===== src/rtl/fb_pkg.sv =====
// fb_pkg: framebuffer defaults, arbiter state type and saturating counter helper
package fb_pkg;
  localparam int FB_WIDTH = 400;
  localparam int FB_HEIGHT = 300;
  localparam int PIXEL_W = 16;
  typedef enum logic [1:0] {IDLE, RENDER, DONE} fb_state_t;
  function automatic logic [15:0] sat_inc(input logic [15:0] v, input logic en);
    return (en && v != 16'hFFFF) ? v + 16'd1 : v;
  endfunction
endpackage


===== src/rtl/fb_read_pipe.sv =====
// fb_read_pipe: delay line carrying read-valid and out-of-range flags to the data return cycle
module fb_read_pipe #(
  parameter int DEPTH = 3
) (
  input logic clk,
  input logic rst,
  input logic req,
  input logic oor,
  output logic valid,
  output logic oor_out
);
  logic [DEPTH-1:0] v, o;
  always_ff @(posedge clk)
    if (rst) begin
      v <= '0;
      o <= '0;
    end else begin
      v <= DEPTH'({v, req});
      o <= DEPTH'({o, oor});
    end
  assign valid = v[DEPTH-1];
  assign oor_out = o[DEPTH-1];
endmodule


===== src/rtl/fb_arbiter.sv =====
// fb_arbiter: double-buffered framebuffer arbiter with read-priority BRAM port; FB_ARB_STATS_EN adds drop/stall counters
module fb_arbiter #(
  parameter int WIDTH = fb_pkg::FB_WIDTH,
  parameter int HEIGHT = fb_pkg::FB_HEIGHT,
  parameter int PIXEL_W = fb_pkg::PIXEL_W,
  parameter int MEM_LATENCY = 2,
  localparam int AW = $clog2(WIDTH * HEIGHT)
) (
  input logic clk_pixel_in,
  input logic rst_in,
  input logic nf_in,
  input logic rd_req_in,
  input logic [AW-1:0] rd_addr_in,
  output logic rd_valid_out,
  output logic [PIXEL_W-1:0] rd_data_out,
  input logic wr_valid_in,
  output logic wr_ready_out,
  input logic [AW-1:0] wr_addr_in,
  input logic [PIXEL_W-1:0] wr_data_in,
  input logic frame_done_in,
  output logic render_start_out,
  output logic [AW:0] mem_addr_out,
  output logic mem_we_out,
  output logic [PIXEL_W-1:0] mem_din_out,
  input logic [PIXEL_W-1:0] mem_dout_in,
`ifdef FB_ARB_STATS_EN
  output logic [15:0] dropped_frames_out,
  output logic [15:0] write_stalls_out,
`endif
  output logic display_buf_out
);
  import fb_pkg::*;
  localparam int N = WIDTH * HEIGHT;
  fb_state_t state, state_nxt;
  logic start, swap, wr_fire, rd_oor, wr_oor, pipe_valid, pipe_oor;
  assign rd_oor = {1'b0, rd_addr_in} >= (AW + 1)'(N);
  assign wr_oor = {1'b0, wr_addr_in} >= (AW + 1)'(N);
  assign wr_ready_out = !rd_req_in && state == RENDER;
  assign wr_fire = wr_valid_in && wr_ready_out;
  always_comb begin
    start = nf_in && (state != RENDER || frame_done_in);
    swap = start && state != IDLE;
    state_nxt = start ? RENDER : (state == RENDER && frame_done_in) ? DONE : state;
  end
  always_ff @(posedge clk_pixel_in)
    if (rst_in) begin
      state <= IDLE;
      display_buf_out <= 1'b0;
      render_start_out <= 1'b0;
    end else begin
      state <= state_nxt;
      display_buf_out <= display_buf_out ^ swap;
      render_start_out <= start;
    end
  always_ff @(posedge clk_pixel_in)
    if (rst_in) begin
      mem_addr_out <= '0;
      mem_we_out <= 1'b0;
      mem_din_out <= '0;
    end else if (rd_req_in) begin
      mem_we_out <= 1'b0;
      if (!rd_oor) mem_addr_out <= {display_buf_out, rd_addr_in};
    end else if (wr_fire) begin
      mem_addr_out <= {!display_buf_out, wr_addr_in};
      mem_we_out <= !wr_oor;
      mem_din_out <= wr_data_in;
    end else begin
      mem_we_out <= 1'b0;
    end
  fb_read_pipe #(.DEPTH(1 + MEM_LATENCY)) u_pipe (
    .clk(clk_pixel_in),
    .rst(rst_in),
    .req(rd_req_in),
    .oor(rd_req_in && rd_oor),
    .valid(pipe_valid),
    .oor_out(pipe_oor)
  );
  assign rd_valid_out = pipe_valid;
  assign rd_data_out = (pipe_valid && !pipe_oor) ? mem_dout_in : '0;
`ifdef FB_ARB_STATS_EN
  logic drop;
  assign drop = nf_in && !frame_done_in && state == RENDER;
  always_ff @(posedge clk_pixel_in)
    if (rst_in) begin
      dropped_frames_out <= '0;
      write_stalls_out <= '0;
    end else begin
      dropped_frames_out <= sat_inc(dropped_frames_out, drop);
      write_stalls_out <= sat_inc(write_stalls_out, wr_valid_in && !wr_ready_out);
    end
`endif
endmodule

===== config.mk =====
export PLATFORM = sky130hd
export DESIGN_NAME = fb_arbiter
export DESIGN_NICKNAME = d
export VERILOG_FILES = /design/src/rtl/fb_pkg.sv /design/src/rtl/fb_read_pipe.sv /design/src/rtl/fb_arbiter.sv
export SDC_FILE = /design/constraint.sdc
export NUM_CORES = 1
export LEC_CHECK = 0
export BUFFER_PORTS_ARGS = -buffer_cell sky130_fd_sc_hd__buf_4
export CORE_ASPECT_RATIO = 1.5
export CORE_MARGIN = 8
export CORE_UTILIZATION = 39
export CTS_CLUSTER_DIAMETER = 60
export DETAILED_ROUTE_END_ITERATION = 10
export PLACE_DENSITY = 0.73
export REMOVE_ABC_BUFFERS = 1
export SETUP_SLACK_MARGIN = 0.1
export SYNTH_ARGS = -nofsm -noshare
export SYNTH_HDL_FRONTEND = slang
export SYNTH_SLANG_ARGS = --single-unit

===== constraint.sdc =====
create_clock -name clk_pixel_in -period 1.8 [get_ports clk_pixel_in]
set_clock_uncertainty 0.05 [all_clocks]
set_input_delay 0.18 -clock clk_pixel_in [delete_from_list [all_inputs] [get_ports clk_pixel_in]]
set_output_delay 0.18 -clock clk_pixel_in [all_outputs]
set_load 0.03 [all_outputs]

# Word-level counts from Yosys, hierarchy flattened
# Cells that the tools add are included.
dict set report op_classes {
  order_cmp 2
  n_eq_ne 3
  muxes 6
  bitwise 3
  n_reduce_logical 19
}
# op count
set ops {}
lappend ops {{2-to-1 mux 18 bit} 3}
lappend ops {{>= comparator 17 bit, second input constant} 2}
lappend ops {{2-to-1 mux 16 bit} 1}
lappend ops {{logical AND 1 bit} 7}
lappend ops {{nonzero test 2 bit} 3}
lappend ops {{zero test 1 bit} 4}
lappend ops {{AND reduction 2 bit} 2}
lappend ops {{OR reduction 3 bit} 1}
lappend ops {{== test 2 x 1 -> 1 bit, second input constant} 1}
lappend ops {{2-to-1 mux 1 bit} 2}
lappend ops {{!= test 2 x 1 -> 1 bit, second input constant} 1}
lappend ops {{!= test 2 bit, second input constant} 1}
lappend ops {{NOT 1 bit} 2}
lappend ops {{OR reduction 2 bit} 1}
lappend ops {{logical OR 1 bit} 1}
lappend ops {{XOR 1 bit} 1}
dict set report word_totals {
  register_bits 45
  input_bits 72
  output_inout_bits 55
  wordCells 42
}

# Logic depth before layout (Yosys ltp)
dict set report logic_depth {
  ltp_word 5
  depth_mapped 6
  ltp_nobuf 4
}

# Cells and area by module
# A second synthesis with hierarchy kept.
dict set report unflattened {
  hier_cells 261
  hier_area_um2 2431.1
}
# module instances cells_per_inst area_per_inst_um2
set modules_own_cells {}
lappend modules_own_cells {fb_arbiter 1 249 2273.4}
lappend modules_own_cells {fb_read_pipe 1 12 157.7}

# Worst setup path before layout
# OpenSTA, ideal clock, no wires.
dict set report synth_timing {
  path_kind {input-to-reg}
  startpoint {input port rd_addr_in[13]}
  endpoint {register mem_addr_out[10]}
  setup_ps 130
  t_arrival_ps 1549
  required_ps 1620
  path_slack_ps 70
  cell_stages 6
  n_path_buf 2
  path_cell_list {or4_1 > o221a_1 > buf_6 > buf_8 > a221oi_1 > o31ai_1}
}
dict set report synth_via {
  elab_chain_len 3
}
# element line_no
set synth_rtl {}
lappend synth_rtl {{start: declaration} fb_arbiter.sv:13} ;# input logic [AW-1:0] rd_addr_in,
lappend synth_rtl {{>= comparator 17 bit} fb_arbiter.sv:36} ;# assign rd_oor = {1'b0, rd_addr_in} >= (AW + 1)'(N);
lappend synth_rtl {{!= test 2 bit (no line)} --}
lappend synth_rtl {{AND reduction 2 bit (no line)} --}
lappend synth_rtl {{end signal: assignment} fb_arbiter.sv:62} ;# if (!rd_oor) mem_addr_out <= {display_buf_out, rd_addr_in};
lappend synth_rtl {{end signal: assignment} fb_arbiter.sv:64} ;# mem_addr_out <= {!display_buf_out, wr_addr_in};
lappend synth_rtl {{end: declaration} fb_arbiter.sv:22} ;# output logic [AW:0] mem_addr_out,
# Every way passes these cells.
# A chain may end at the register's enable or synchronous reset.

# Worst setup path after layout
dict set report layout_timing {
  startpoint {register state[1]}
  endpoint {register mem_addr_out[14]}
}
dict set report layout_via {
  elab_chain_len 5
}
# element line_no
set layout_rtl {}
lappend layout_rtl {{start: declaration} fb_arbiter.sv:34} ;# fb_state_t state, state_nxt;
lappend layout_rtl {{start signal: assignment} fb_arbiter.sv:51} ;# state <= state_nxt;
lappend layout_rtl {{== test 2 x 1 -> 1 bit} fb_arbiter.sv:38} ;# assign wr_ready_out = !rd_req_in && state == RENDER;
lappend layout_rtl {{logical AND 1 bit} fb_arbiter.sv:38}
lappend layout_rtl {{logical AND 1 bit} fb_arbiter.sv:39} ;# assign wr_fire = wr_valid_in && wr_ready_out;
lappend layout_rtl {{nonzero test 2 bit (no line)} --}
lappend layout_rtl {{AND reduction 2 bit (no line)} --}
# Every way passes these cells.

==> impl_metrics.tcl <==
set metrics [dict create \
    status "completed" \
    wirelength_um 7780 \
    cts_root_buffer "clkbuf_8" \
    post-route-min-period_ns 1.69 \
    drt-wirelength-per-cell_um 16.5 \
    final_cells 473 \
    r2r_slack_ns 0.11 \
    dpl-instance-area_um2 3230 \
    die_h_um 107 \
    seqPwrFrac_pct 44.4 \
    rsz0062_at_grt "yes" \
    wl_met2_um 3690 \
    fin_tns_setup_ns 0 \
    top_layer "met4" \
    cts_hold_buf 0 \
    critPathRequiredTime_ns 1.99 \
    antenna_found_initial 0 \
    grt_overflow 0 \
    finalSetupViolations 0 \
    route.detailed.drc 0 \
    multiInputGateArea_um2 1180 \
    htreeDepth 2 \
    post-place-ws_ns -0.0537 \
    cap_violations 0 \
    hpwl_um 5870 \
    design_area_um2 3400 \
    fin_crit_sh_pct 93.9 \
    critPathCapture "mem_addr_out[14]" \
    worst-endpoint-arrival_ns 1.88 \
    maxSlewHeadroom_pct 27.5 \
    crit_type "flop to flop" \
    leakagePower_nw 1.55 \
    peakVddDrop_mv 0.460 \
    ant_nets 0 \
    start_kind "flop" \
    layout_setup_ws_ns 0.110 \
    dieArea_um2 8240 \
    syn_area_um2 2160 \
    ys_ff_latch 45 \
    core_um2 5410 \
    r2r_cells 7 \
    p_sw_share_pct 27.5 \
    clock-sinks 45 \
    r2r-end "mem_addr_out[14]" \
    synth.distinct_cells 36 \
    grt_max_degree 45 \
    grt_pass1_wl_um 12300 \
    power_density_nw_per_um2 720 \
    syn_to_final_growth_pct 57.3 \
    firstDrtPassIters 4 \
    regArea_um2 901 \
    syn_area_per_cell_um2 7.90 \
    ys_warn_count 0 \
    p_sw_uw 675 \
    yosysSeqAreaShare_pct 41.6 \
    reg2reg_from "state[1]" \
    timing.hold.ws_ns 0.00899 \
    rows 33 \
    cts_tree "done" \
    endpoint_kind "flop" \
    nets 474 \
    worstSkewPairLatency_ns 0.30 \
    drive_gt1_share_pct 38.7 \
    combPwrFrac_pct 23.5 \
    globalplace.congestion 0.856 \
    crit_start "state[1]" \
    ioPinCount 127 \
    clockBufferDepth 2 \
    fmax_ghz 0.592 \
    synthArstFlopShare_pct 0 \
    drtIter0Drc 92 \
    synthCells 274 \
    numPortBuffers 126 \
    drt-met1-wl_um 3340 \
    slew_viol_final 0 \
    grt_pass1_vias 2411 \
    path_max_fanout 17 \
    nFillCells 505 \
    grt_usage_pct 18.1 \
    path_clk_slew_ns 0.09 \
    hold_viol_final 0 \
    hold_class "input pin to flop" \
    start_util_pct 40.0 \
    diodes 0 \
    placed_cells 463 \
    wl_met3_um 691 \
    synth_edf_count 0 \
    worstMarginPinSlew_ns 1.08 \
    pwr-share-clk_pct 32.1 \
    avgViaCountPerCell 5.29 \
    dieWidth_um 76.8 \
    numCtsBuffers 5 \
    via_count 2502 \
    p_int_mw 1.78 \
    synthFlopType "dfxtp_1" \
]
-- layer usage --
layer	up-vias	track usage [%]
met5	-	0
met4	0	3.73
met3	6	5.61
met2	139	30.6
met1	1135	21.8
li1	1222	-
-- worst min path at each step --
| stage | start | endpoint | slack, ns | depth (start not counted) |
|---|---|---|---|---|
| 3_3_place_gp | nf_in | state[1] | 0.32 | 2 |
| 3_5_place_dp | nf_in | state[1] | 0.32 | 2 |
| 6_report | nf_in | state[1] | 0.009 | 2 |
| 5_1_grt | nf_in | state[1] | 0.004 | 2 |
| 2_1_floorplan | rst_in | mem_addr_out[17] | 0.20 | 1 |
| 4_1_cts | nf_in | state[1] | 0.002 | 2 |
-- synth_stat cells, drive strengths merged (2+ instances only) --
cell | n | area share [%]
nor2 | 7 | 1.2
a21oi | 24 | 5.5
and3 | 13 | 3.8
a21o | 2 | 0.69
dfxtp | 45 | 42
clkbuf | 13 | 2.3
nand3 | 20 | 4.6
nand2b | 2 | 0.58
a311o | 2 | 0.92
nand2 | 68 | 12
o211ai | 4 | 1.4
a211o | 2 | 0.81
nor2b | 5 | 1.4
o31ai | 12 | 4.2
o21a | 2 | 0.69
and2 | 18 | 5.3
nor3b | 2 | 0.69
a221oi | 12 | 4.9
buf | 8 | 2.5
-- sequential cells by signal, indices dropped and copies added (netlist names) --
register / count
mem_addr_out: 18
mem_din_out: 16
u_pipe.o: 3
u_pipe.v: 3
display_buf_out: 1
mem_we_out: 1
render_start_out: 1
state: 2
-- power by group through the flow --
stage / logic (mW) / registers (mW) / clock network, mW
global route: 0.619 / 1.09 / 0.844
detailed placement: 0.569 / 1.11 / 0
global placement: 0.562 / 1.11 / 0
finish: 0.576 / 1.09 / 0.787
CTS: 0.579 / 1.09 / 0.807
floorplan: 0.166 / 1.20 / 0
-- layout make-up --
class	count	area share (%)
flip-flops and latches	45	26.5
multi-input cells	206	34.8
clock inverters	1	0.882
inverters	1	0.110
well taps	70	2.57
repair buffers	143	32.6
clock buffers	7	2.54
-- cell usage in the layout, fill, tap and decap left out, types with 4 or more instances in the layout --
master and instances:
nor2b_1 5, nor2_1 7, a21oi_1 24, buf_4 141, nand2_1 68, clkbuf_8 6, a221oi_1 12, o31ai_1 11
o211ai_1 4, dfxtp_1 45, and3_1 13, nand3_1 20, and2_1 17
-- per-stage QoR --
step	util [%]	total power [mW]
finish	62.9	2.45
floorplan	-	1.36
CTS	62.8	2.47
detailed placement	59.8	1.68
global placement	59.8	1.67
global route	62.9	2.56
-- cells by family (layout without fill, tap and decap cells) --
kind of cell	Yosys count	in the layout	share of synthesized area [%]
xor gates and xnor gates	1	1	0.405
muxes	1	1	0.520
buffers and inverters	23	152	5.32
AOI/OAI and AO/OA	65	65	21.1
DFF	45	45	41.6
and+or+nand+nor	139	139	31.0
-- critical path, cell delays in order, from the launching register on --
cell,delay (ns)
dfxtp_1,0.33
buf_4,0.15
nor4bb_4,0.34
buf_4,0.19
bufbuf_16,0.28
nand2_1,0.07
nand3_1,0.08
o211a_1,0.15
-- what timing repair did --
item	CTS	global route
pin swaps	1	0
setup endpoints to repair	2	6
resized for setup	1	1
cloned	1	0
setup buffers	1	0
Note: power is estimated with default switching activity, not from simulation.
